`config.mk`:
```
export PLATFORM = sky130hd
export DESIGN_NAME = de_scoreboard
export DESIGN_NICKNAME = d
export VERILOG_FILES = /design/src/rtl/de_scoreboard.sv
export SDC_FILE = /design/constraint.sdc
export NUM_CORES = 1
export LEC_CHECK = 0
export CORE_MARGIN = 8
export CORE_UTILIZATION = 65
export DETAILED_ROUTE_END_ITERATION = 16
export PLACE_DENSITY = 0.93
export SLEW_MARGIN = 15
export SYNTH_ARGS = -nofsm -noshare
export SYNTH_HDL_FRONTEND = slang
export SYNTH_SLANG_ARGS = --single-unit
```
`constraint.sdc`:
```
create_clock -name clk -period 18.2 [get_ports clk]
set_clock_uncertainty 0.15 [all_clocks]
set_input_delay 3.64 -clock clk [delete_from_list [all_inputs] [get_ports clk]]
set_output_delay 3.64 -clock clk [all_outputs]
set_load 0.005 [all_outputs]
```
`src/rtl/de_scoreboard.sv`:
```
// Decode-stage register hazard scoreboard with a saturating pending-write counter per register,
// multiple release ports and an optional same-cycle writeback bypass.
module de_scoreboard #(
  parameter int NUM_REGS  = 32,
  parameter int REGNOBITS = 5,
  parameter int CNT_W     = 2,
  parameter int NUM_REL   = 2,
  parameter int BYPASS_WB = 1
) (
  input  logic                           clk,
  input  logic                           reset,
  input  logic                           dec_valid,
  input  logic                           dec_use_rs1,
  input  logic [REGNOBITS-1:0]           dec_rs1,
  input  logic                           dec_use_rs2,
  input  logic [REGNOBITS-1:0]           dec_rs2,
  input  logic                           dec_wr_reg,
  input  logic [REGNOBITS-1:0]           dec_rd,
  input  logic                           ext_stall,
  input  logic [NUM_REL-1:0]             rel_valid,
  input  logic [NUM_REL*REGNOBITS-1:0]   rel_regno,
  output logic                           dec_stall,
  output logic                           dec_alloc,
  output logic [NUM_REGS-1:0]            busy_vec,
  output logic                           err_underflow
);

  localparam int REL_W = $clog2(NUM_REL + 1);
  localparam int SUM_W = CNT_W + REL_W + 1;
  localparam logic [CNT_W-1:0]    CNT_MAX  = {CNT_W{1'b1}};
  localparam logic [NUM_REGS-1:0] WRITABLE = {{(NUM_REGS-1){1'b1}}, 1'b0};

  // Indices at or beyond NUM_REGS select nothing, so they read as not busy / not writable.
  function automatic logic sel_bit(input logic [NUM_REGS-1:0] vec, input logic [REGNOBITS-1:0] idx);
    logic hit;
    hit = 1'b0;
    for (int r = 0; r < NUM_REGS; r++) begin
      hit = (idx == REGNOBITS'(r)) ? vec[r] : hit;
    end
    return hit;
  endfunction

  logic [CNT_W-1:0]    cnt_r [NUM_REGS];
  logic [NUM_REGS-1:0] busy_r;
  logic                err_r;

  logic [REL_W-1:0]    rel_cnt_s [NUM_REGS];
  logic [CNT_W-1:0]    cnt_nxt_s [NUM_REGS];
  logic [NUM_REGS-1:0] eff_busy_s;
  logic [NUM_REGS-1:0] full_s;
  logic [NUM_REGS-1:0] uflow_s;
  logic [SUM_W-1:0]    sum_s;
  logic                rd_ok_s;
  logic                haz_s;
  logic                sat_s;

  // Count how many release ports target each register; register 0 never collects releases.
  always_comb begin
    for (int r = 0; r < NUM_REGS; r++) begin
      rel_cnt_s[r] = {REL_W{1'b0}};
      for (int i = 0; i < NUM_REL; i++) begin
        rel_cnt_s[r] = rel_cnt_s[r] + REL_W'(rel_valid[i] && (r != 0) &&
                       (rel_regno[i*REGNOBITS +: REGNOBITS] == REGNOBITS'(r)));
      end
    end
  end

  // Read-side busy view (optionally net of this cycle's releases) and saturation flags.
  always_comb begin
    for (int r = 0; r < NUM_REGS; r++) begin
      full_s[r] = (cnt_r[r] == CNT_MAX);
      if (BYPASS_WB != 0) begin
        eff_busy_s[r] = SUM_W'(cnt_r[r]) > SUM_W'(rel_cnt_s[r]);
      end else begin
        eff_busy_s[r] = (cnt_r[r] != {CNT_W{1'b0}});
      end
    end
  end

  assign rd_ok_s   = dec_wr_reg && sel_bit(WRITABLE, dec_rd);
  assign haz_s     = (dec_use_rs1 && sel_bit(eff_busy_s, dec_rs1)) ||
                     (dec_use_rs2 && sel_bit(eff_busy_s, dec_rs2));
  assign sat_s     = rd_ok_s && sel_bit(full_s, dec_rd);
  assign dec_stall = dec_valid && (haz_s || sat_s || ext_stall);
  assign dec_alloc = dec_valid && rd_ok_s && !dec_stall;

  // Next count: add the accepted allocation, subtract releases, clamp to zero on underflow.
  always_comb begin
    sum_s = {SUM_W{1'b0}};
    for (int r = 0; r < NUM_REGS; r++) begin
      sum_s = SUM_W'(cnt_r[r]) + SUM_W'(dec_alloc && (dec_rd == REGNOBITS'(r)));
      if (SUM_W'(rel_cnt_s[r]) > sum_s) begin
        cnt_nxt_s[r] = {CNT_W{1'b0}};
        uflow_s[r]   = 1'b1;
      end else begin
        cnt_nxt_s[r] = CNT_W'(sum_s - SUM_W'(rel_cnt_s[r]));
        uflow_s[r]   = 1'b0;
      end
    end
  end

  // Counter, busy flag and sticky underflow state.
  always_ff @(posedge clk) begin
    if (reset) begin
      for (int r = 0; r < NUM_REGS; r++) begin
        cnt_r[r] <= {CNT_W{1'b0}};
      end
      busy_r <= {NUM_REGS{1'b0}};
      err_r  <= 1'b0;
    end else begin
      for (int r = 0; r < NUM_REGS; r++) begin
        cnt_r[r]  <= cnt_nxt_s[r];
        busy_r[r] <= (cnt_nxt_s[r] != {CNT_W{1'b0}});
      end
      err_r <= err_r | (|uflow_s);
    end
  end

  assign busy_vec      = busy_r;
  assign err_underflow = err_r;

endmodule

```
==> results of run 1 <==
[per-stage QoR]
| step | worst slack [ps] | cells | area [µm²] | util [%] | total power [µW] |
|---|---|---|---|---|---|
| 2_1_floorplan | 8230 | 1330 | 10300 | - | 293 |
| 3_5_place_dp | 6370 | 1574 | 11000 | 70.5 | 329 |
| 6_report | 6150 | 1590 | 11300 | 72.5 | 536 |
| 5_1_grt | 5920 | 1590 | 11300 | 72.5 | 554 |
| 4_1_cts | 6360 | 1590 | 11300 | 72.5 | 532 |
| 3_3_place_gp | 6470 | 1574 | 11000 | 70.5 | 326 |
[area by class of cell]
cell class	instances	area share, %
Clock buffer	9	1.98
Tap cell	216	2.38
Timing Repair Buffer	72	6.22
Multi-Input combinational cell	988	64.9
Inverter	201	6.65
Sequential cell	97	17.1
Clock inverter	7	0.761
[per-layer routing]
metal	GRT usage, %	wire (µm)	up-vias
li1	-	-	4666
met1	36.7	12200	4681
met2	52.2	14400	634
met3	8.87	3370	162
met4	19.1	1820	0
met5	0	0	-
[tightest hold or removal path, stage by stage (launching register included)]
cell     delay [ps]
dfxtp_1         340
ha_1            220
nor2_1          100
nor3_1           50
[state kept, by name, summed over array words and instances, names as in the netlist]
register,count
cnt_r,64
busy_vec,32
err_underflow,1
[synthesized netlist by cell type, drive strengths merged, types with 3 or more instances]
library cell,count
a2111oi,3
a211oi,40
a21oi,62
a221o,3
a22oi,8
a311oi,3
a31oi,5
and3,4
and3b,3
buf,26
clkbuf,18
dfxtp,97
ha,250
inv,201
nand2,111
nand2b,10
nand3,30
nand3b,7
nand4,10
nor2,114
nor2b,46
nor3,68
nor3b,3
nor4,24
nor4b,7
o2111ai,4
o211ai,15
o21a,3
o21ai,39
o22ai,5
o31ai,4
o32ai,3
or2,36
or3,4
or4,3
xor2,31
[kinds of logic (layout without fill, tap and decap cells)]
family	after synthesis	count (layout)	share of synthesized area, %
fa+ha+maj	250	250	30.4
compound gates	218	218	14.1
flops	97	97	18.9
mux	1	1	0.109
buf+inv	245	289	9.63
other cells	1	1	0.0364
simple gates	487	487	24.2
xor+xnor	31	31	2.64
[how the worst max path moves through the flow]
stage	start	endpoint	slack (ps)	cells after the start
finish	rel_valid[1]	dec_alloc	6150	16
global route	rel_valid[1]	dec_alloc	5920	16
CTS	rel_valid[1]	dec_alloc	6360	17
detailed placement	rel_valid[1]	dec_alloc	6370	16
global placement	rel_valid[1]	dec_alloc	6470	16
floorplan	rel_valid[0]	dec_alloc	8230	14
[power breakdown]
group	leakage (µW)	switching, µW	total [µW]	internal [µW]
sequential	0.000784	3.11	220	217
clock	0.000150	97.1	207	110
combinational	0.00400	68.9	109	40.3
[cells in the final DEF (no fill, tap or decap), drive strengths merged, types with 36 or more instances in the layout]
cell	n
nor2	114
inv	204
a211oi	40
nor2b	46
a21oi	62
dfxtp	97
or2	36
o21ai	39
ha	250
nand2	111
nor3	68
clkdlybuf4s50	67
==> results_dict.tcl, run 1 <==
set metrics [dict create \
    io_buffers 68 \
    yosysWarnings 0 \
    worstReg2RegStart "cnt_r[0][9]$_SDFF_PP0_" \
    setup_viol_count_final 0 \
    drv_slew 0 \
    die_h_um 142 \
    whs_path_depth 3 \
    gp_congestion 1.05 \
    yosysSeqAreaShare_pct 18.9 \
    cts_buffers 9 \
    n_antenna_cell 0 \
    cp_top_family "simple AND/OR/NAND/NOR gates" \
    cap_viol_max_count 0 \
    grt_pass1_vias 9996 \
    ys_ff_latch 97 \
    async_flop_share_pct 0 \
    gr-total-overflow 0 \
    avgSynthCellArea_um2 7.74 \
    die_w_um 142 \
    ir_worst_vdd_v 0.0000464 \
    hold_path.class "register to register" \
    antenna_found_initial 0 \
    ant_nets 0 \
    syn_area_um2 10300 \
    multi_input_area_um2 7360 \
    arrival_ps 8260 \
    synth_edf_count 0 \
    finalSetupTns_ps 0 \
    syn-num-nets 1614 \
    cts-root-buf "clkbuf_16" \
    hold_buffers 0 \
    reg2reg_depth 19 \
    holdPathEnd "cnt_r[3][10]$_SDFF_PP0_" \
    worst-path-buf-inv 3 \
    drt-initial-drc-count 1262 \
    nets 1653 \
    start_kind "input port" \
    nFillCells 1226 \
    via_per_inst 6.38 \
    clkSlewWorstSetupHoldPaths_ps 70 \
    rows 46 \
    rrSetupSlack_ps 12430 \
    status "finished, final reports clean" \
    power_leakage_uw 0.00493 \
    regArea_um2 1940 \
    synth_top_flop_cell "dfxtp_1" \
    path_cells "clkdlybuf4s50_1 -> nor2b_1 -> nand3_1 -> nor2_1 -> ha_1 -> inv_1 -> ha_1 -> nor2b_1 -> o21ai_0 -> a22oi_1 -> o21ai_0 -> o2111ai_1 -> a21oi_2 -> nand3_4 -> nor3_1 -> clkdlybuf4s50_1" \
    crit_fanout 31 \
    drive_above_1_share_pct 5.68 \
    fin_hold_ws_ps 602 \
    synth_top_area_cell "ha_1" \
    yosysUniqueCellTypes 78 \
    cts_resized 0 \
    wl_mm 31.8 \
    start_util_pct 65.8 \
    clockBufferDepth 2 \
    clock_sinks 97 \
    htreeDepth 3 \
    critical_path.max_stage_delay_ps 560 \
    power.density_nw_per_um2 47.2 \
    worstSetupEndpointType "output pin" \
    firstDrtPassIters 6 \
    grt_max_degree 66 \
    finalCritPeriodShare_pct 66.2 \
    crit_required_ps 14410 \
    min_from "cnt_r[3][11]$_SDFF_PP0_" \
    route.detailed.drc 0 \
    max_slew_margin_pct 45.2 \
    setup.worst_path.class "input port to output pin" \
    design.die.area_um2 20100 \
    vias 10143 \
    area_delta_synth_final_pct 10.2 \
    worstMarginPinSlew_ps 819 \
    routedWlPerCell_um 20.0 \
    cts_tree "done" \
    fmax_mhz 83.0 \
    postCtsSetupBuffers 0 \
    io_pins 69 \
    rsz0062_at_grt "false" \
    synth_top_area_share_pct 30.4 \
    netlist_top_cells_area "ha_1 30%, dfxtp_1 19%, inv_1 7.3%" \
    grt_pass1_wl_mm 50.6 \
    clkLatencyLatePin_ps 370 \
    r2r-end "err_underflow$_SDFF_PP0_" \
    core_um2 15700 \
    slowest_stage "clkdlybuf4s50_1" \
    dp_hpwl_mm 25.1 \
    synth_cells 1330 \
    hold_viol_final 0 \
    fin_crit_ps 12050 \
    grt_use_total_pct 32.0 \
]
Note: power is estimated with default switching activity, not from simulation.
==> run 2: changes to the inputs <==
--- a/config.mk
+++ b/config.mk
@@ -6,9 +6,9 @@
 export NUM_CORES = 1
 export LEC_CHECK = 0
 export CORE_MARGIN = 8
-export CORE_UTILIZATION = 65
+export CORE_UTILIZATION = 61
 export DETAILED_ROUTE_END_ITERATION = 16
-export PLACE_DENSITY = 0.93
+export PLACE_DENSITY = 0.88
 export SLEW_MARGIN = 15
 export SYNTH_ARGS = -nofsm -noshare
 export SYNTH_HDL_FRONTEND = slang
==> constraint.sdc (replaced) <==
create_clock -name clk -period 11.7 [get_ports clk]
set_clock_uncertainty 0.15 [all_clocks]
set_input_delay 2.34 -clock clk [delete_from_list [all_inputs] [get_ports clk]]
set_output_delay 2.34 -clock clk [all_outputs]
set_load 0.005 [all_outputs]
==> run 2 against run 1 <==
Critical path depth up 1. Hold slack lost 71 ps. Combinational power grew 54%. Design area about the same. Non-clock buffer count unchanged. Register-to-register slack got worse by 6200 ps. Critical path type unchanged.
==> results_dict.tcl, run 2 (same netlist as run 1, synthesis figures left out) <==
set metrics [dict create \
    status "finished, final reports clean" \
    drive_above_1_share_pct 5.68 \
    fmax_mhz 104 \
    cts_buffers 9 \
    clockBufferDepth 2 \
    area_delta_synth_final_pct 10.3 \
    io_buffers 68 \
    reg2reg_depth 19 \
    hold_path.class "register to register" \
    min_from "err_underflow$_SDFF_PP0_" \
    cts_tree "done" \
    power.density_nw_per_um2 72.7 \
    drv_slew 0 \
    die_w_um 146 \
    via_per_inst 6.17 \
    whs_path_depth 3 \
    clkSlewWorstSetupHoldPaths_ps 70 \
    worstMarginPinSlew_ps 880 \
    worstReg2RegStart "cnt_r[1][1]$_SDFF_PP0_" \
    nets 1653 \
    ir_worst_vdd_v 0.0000709 \
    fin_hold_ws_ps 531 \
    n_antenna_cell 0 \
    largest_reg_flops 64 \
    finalCritPeriodShare_pct 82.0 \
    io_pins 69 \
    hold_viol_final 0 \
    core_um2 16500 \
    nFillCells 1365 \
    clock_sinks 97 \
    setup.worst_path.class "input port to output pin" \
    arrival_ps 7100 \
    clkLatencyLatePin_ps 360 \
    setup_viol_count_final 0 \
    path_cells "clkdlybuf4s50_1 -> nor2b_1 -> nand3_1 -> nor2_1 -> ha_1 -> inv_1 -> ha_1 -> nor2b_1 -> o21ai_1 -> o31ai_1 -> or2_1 -> a221o_1 -> o2111ai_2 -> o21ai_2 -> buf_4 -> nor3_1 -> clkdlybuf4s50_1" \
    dp_hpwl_mm 24.5 \
    die_h_um 146 \
    ant_nets 0 \
    wl_mm 30.4 \
    routedWlPerCell_um 19.1 \
    antenna_found_initial 0 \
    finalSetupTns_ps 0 \
    drt-initial-drc-count 1065 \
    htreeDepth 3 \
    crit_required_ps 9210 \
    worstSetupEndpointType "output pin" \
    start_kind "input port" \
    grt_pass1_wl_mm 49.1 \
    start_util_pct 62.3 \
    final_common_cell "ha_1" \
    r2r-end "err_underflow$_SDFF_PP0_" \
    slowest_stage "clkdlybuf4s50_1" \
    holdPathEnd "err_underflow$_SDFF_PP0_" \
    grt_pass1_vias 9798 \
    max_slew_margin_pct 40.7 \
    firstDrtPassIters 6 \
    critical_path.max_stage_delay_ps 580 \
    final_cell_mix "250 x ha_1, 199 x inv_1, 114 x nor2_1, 111 x nand2_1, 97 x dfxtp_1" \
    design.die.area_um2 21300 \
    cts_resized 0 \
    postCtsSetupBuffers 0 \
    cts-root-buf "clkbuf_16" \
    rows 47 \
    gp_congestion 0.993 \
    cap_viol_max_count 0 \
    gr-total-overflow 0 \
    route.detailed.drc 0 \
    power_leakage_uw 0.00493 \
    rsz0062_at_grt "false" \
    hold_buffers 0 \
    vias 9834 \
    fin_crit_ps 9590 \
    crit_fanout 30 \
    rrSetupSlack_ps 6240 \
    grt_max_degree 66 \
    grt_use_total_pct 28.5 \
    top_register "cnt_r" \
]
run 2: area by class of cell:
cell class / instances / area, µm² / area share (%)
Timing Repair Buffer: 72 / 706 / 6.22
Sequential cell: 97 / 1940 / 17.1
Inverter: 201 / 754 / 6.65
Clock inverter: 7 / 86.3 / 0.760
Multi-Input combinational cell: 988 / 7360 / 64.9
Clock buffer: 9 / 225 / 1.98
Tap cell: 220 / 275 / 2.42
run 2: how the worst max path moves through the flow:
| stage | endpoint | slack (ps) | depth (start not counted) | from |
|---|---|---|---|---|
| after floorplan | dec_alloc | 4330 | 14 | rel_valid[0] |
| after global placement | dec_alloc | 2400 | 17 | rel_valid[1] |
| after detailed placement | dec_alloc | 2330 | 17 | rel_valid[1] |
| after CTS | dec_alloc | 2270 | 17 | rel_valid[1] |
| after global routing | dec_alloc | 1950 | 17 | rel_valid[1] |
| final | dec_alloc | 2110 | 17 | rel_valid[1] |
run 2: critical path, delay by kind of cell:
family	cells	cell delay (ps)
fa+ha+maj	2	510
buf+inv	4	1420
compound gates	5	1100
simple gates	6	1720
run 2: report_power, final:
part           switching [µW]  leakage (µW)  internal, µW  total (µW)
sequential               5.04      0.000784           337         342
clock                     145      0.000150           170         315
combinational             105       0.00400          62.6         168
run 2: stage by stage:
stage | setup slack [ps] | instance area (µm²) | total power, µW | util [%] | instances
finish | 2110 | 11400 | 825 | 68.7 | 1594
global route | 1950 | 11400 | 858 | 68.7 | 1594
CTS | 2270 | 11400 | 827 | 68.7 | 1594
detailed placement | 2330 | 11000 | 511 | 66.8 | 1578
global placement | 2400 | 11000 | 507 | 66.8 | 1578
floorplan | 4330 | 10300 | 455 | - | 1330
run 2: metal layers:
| metal | track usage, % | routed length (µm) |
|---|---|---|
| met5 | 0 | 0 |
| met4 | 14.1 | 1430 |
| met1 | 33.5 | 12000 |
| met2 | 47.4 | 14000 |
| met3 | 6.97 | 2960 |
==> run 3: changes to the inputs <==
--- a/config.mk
+++ b/config.mk
@@ -6,9 +6,9 @@
 export NUM_CORES = 1
 export LEC_CHECK = 0
 export CORE_MARGIN = 8
-export CORE_UTILIZATION = 61
+export CORE_UTILIZATION = 55
 export DETAILED_ROUTE_END_ITERATION = 16
-export PLACE_DENSITY = 0.88
+export PLACE_DENSITY = 0.84
 export SLEW_MARGIN = 15
 export SYNTH_ARGS = -nofsm -noshare
 export SYNTH_HDL_FRONTEND = slang
==> constraint.sdc (replaced) <==
create_clock -name clk -period 7.7 [get_ports clk]
set_clock_uncertainty 0.15 [all_clocks]
set_input_delay 1.54 -clock clk [delete_from_list [all_inputs] [get_ports clk]]
set_output_delay 1.54 -clock clk [all_outputs]
set_load 0.005 [all_outputs]
==> run 3 against run 2 <==
Count of clock-buffer cells in the layout rose by 3. Total power rose by 56%. Cell count rose by 4.6%. First-iteration DRC count fell by 14%. Clock power rose by 54%. Sequential share of layout area fell by 0.76 points. Global-route usage fell by 1.9 points. Critical path type unchanged.
==> results_dict.tcl, run 3 (same netlist as run 1, synthesis figures left out) <==
set metrics [dict create \
    status "finished, final reports clean" \
    place_ws_ps -14.3 \
    route.detailed.drc 0 \
    hold_path.class "register to register" \
    core_um2 18500 \
    start_kind "input port" \
    largest_reg_flops 64 \
    start_util_pct 55.6 \
    design.die.area_um2 23300 \
    gr-total-overflow 0 \
    via_per_inst 6.03 \
    crit_start "rel_valid[0]" \
    drt-initial-drc-count 912 \
    drive_above_1_share_pct 9.84 \
    hold_viol_final 0 \
    power_leakage_uw 0.00523 \
    ir_worst_vdd_v 0.000106 \
    clkSlewWorstSetupHoldPaths_ps 60 \
    die_w_um 153 \
    cts_buffers 9 \
    htreeDepth 3 \
    multi_input_area_um2 7400 \
    fmax_mhz 134 \
    nFillCells 1567 \
    cts_tree "done" \
    top_register "cnt_r" \
    worstReg2RegStart "cnt_r[1][13]$_SDFF_PP0_" \
    setup_viol_count_final 0 \
    vias 10044 \
    finalCritPeriodShare_pct 97.1 \
    antenna_found_initial 0 \
    io_buffers 68 \
    worstSetupEndpointType "output pin" \
    firstDrtPassIters 6 \
    design_area_um2 11900 \
    fin_hold_ws_ps 564 \
    dp_hpwl_mm 25.7 \
    clkLatencyLatePin_ps 360 \
    arrival_ps 5790 \
    placed_area_um2 11500 \
    gp_congestion 1.03 \
    power.density_nw_per_um2 108 \
    max_slew_margin_pct 38.4 \
    die_h_um 153 \
    layout_setup_ws_ps 220 \
    grt_pass1_vias 10052 \
    cap_viol_max_count 0 \
    finalPower_uw 1290 \
    fin_crit_ps 7480 \
    wl_mm 31.6 \
    n_antenna_cell 0 \
    final_common_cell "ha_1" \
    cts-root-buf "clkbuf_16" \
    grt_use_total_pct 26.5 \
    grt_pass1_wl_mm 50.4 \
    routedWlPerCell_um 18.9 \
    rows 50 \
    rsz0062_at_grt "true" \
    grt_max_degree 66 \
    crit_required_ps 6010 \
    ant_nets 0 \
    clock_sinks 97 \
    drv_slew 0 \
    min_from "err_underflow$_SDFF_PP0_" \
    io_pins 69 \
    worstMarginPinSlew_ps 921 \
    setup.worst_path.class "input port to output pin" \
    crit_fanout 8 \
    clockBufferDepth 2 \
    area_delta_synth_final_pct 15.4 \
    final_cell_mix "250 x ha_1, 199 x inv_1, 114 x nor2_1, 111 x nand2_1, 97 x dfxtp_1" \
    nets 1713 \
    regArea_um2 1940 \
]
[run 3: changes by cell type in the layout (fill, tap and decap cells not counted), sizes merged]
| cell | delta |
|---|---|
| buf | +60 |
| clkbuf | +3 |
| inv | -3 |
| bufinv | +1 |
| clkinv | -1 |
| clkinvlp | -1 |
[run 3: timing repair]
item | CTS | global route
hold buffers | 0 | 0
buffers inserted | 0 | 0
gates resized for setup | 1 | 9
endpoints found under the setup margin | 1 | 3
hold endpoints to repair | 0 | 0
[run 3: layer usage]
metal  global-route usage [%]  share of wire [%]  vias to the layer above
met3                     7.12                 10                      130
met1                     31.4                 40                     4576
met4                     13.9                4.9                        0
met2                     43.4                 45                      560
met5                        0                  0                        -
li1                         -                  -                     4778
[run 3: layout make-up]
class / count / share of cell area, %
clock buffers: 12 / 2.07
multi-input cells: 988 / 62.3
repair buffers: 132 / 9.94
clock inverters: 3 / 0.548
inverters: 201 / 6.35
well taps: 234 / 2.46
flip-flops and latches: 97 / 16.3
[run 3: power breakdown]
group	switching (µW)	internal, µW
logic	169	113
registers	7.14	513
clock network	192	291
total	368	917
[run 3: metrics by stage]
stage	utilization [%]	instances	setup TNS, ps
final	64.1	1667	0
after detailed placement	62.3	1652	-14.3
after global placement	62.3	1652	0
after CTS	64.0	1667	0
after floorplan	-	1330	0
after global routing	64.1	1667	-5.19
[run 3: worst paths after layout]
check	end	slack (ps)	cells past startpoint
setup / recovery	dec_alloc	220	18
hold / removal	err_underflow$_SDFF_PP0_	560	3
setup reg to reg	err_underflow$_SDFF_PP0_	2550	20
hold reg to reg	err_underflow$_SDFF_PP0_	560	3
[run 3: worst max-delay path: stages]
cell and delay, ps:
clkdlybuf4s50_1 570, nor2b_2 250, nand3_1 210, nor2_1 200, ha_1 210, inv_1 60
ha_1 290, nor2b_1 130, o21ai_1 120, buf_4 170, o32ai_1 90, a211oi_1 360
o31ai_1 150, a211oi_2 340, o21ai_2 220, nor3_4 230, buf_4 140, clkdlybuf4s50_1 480
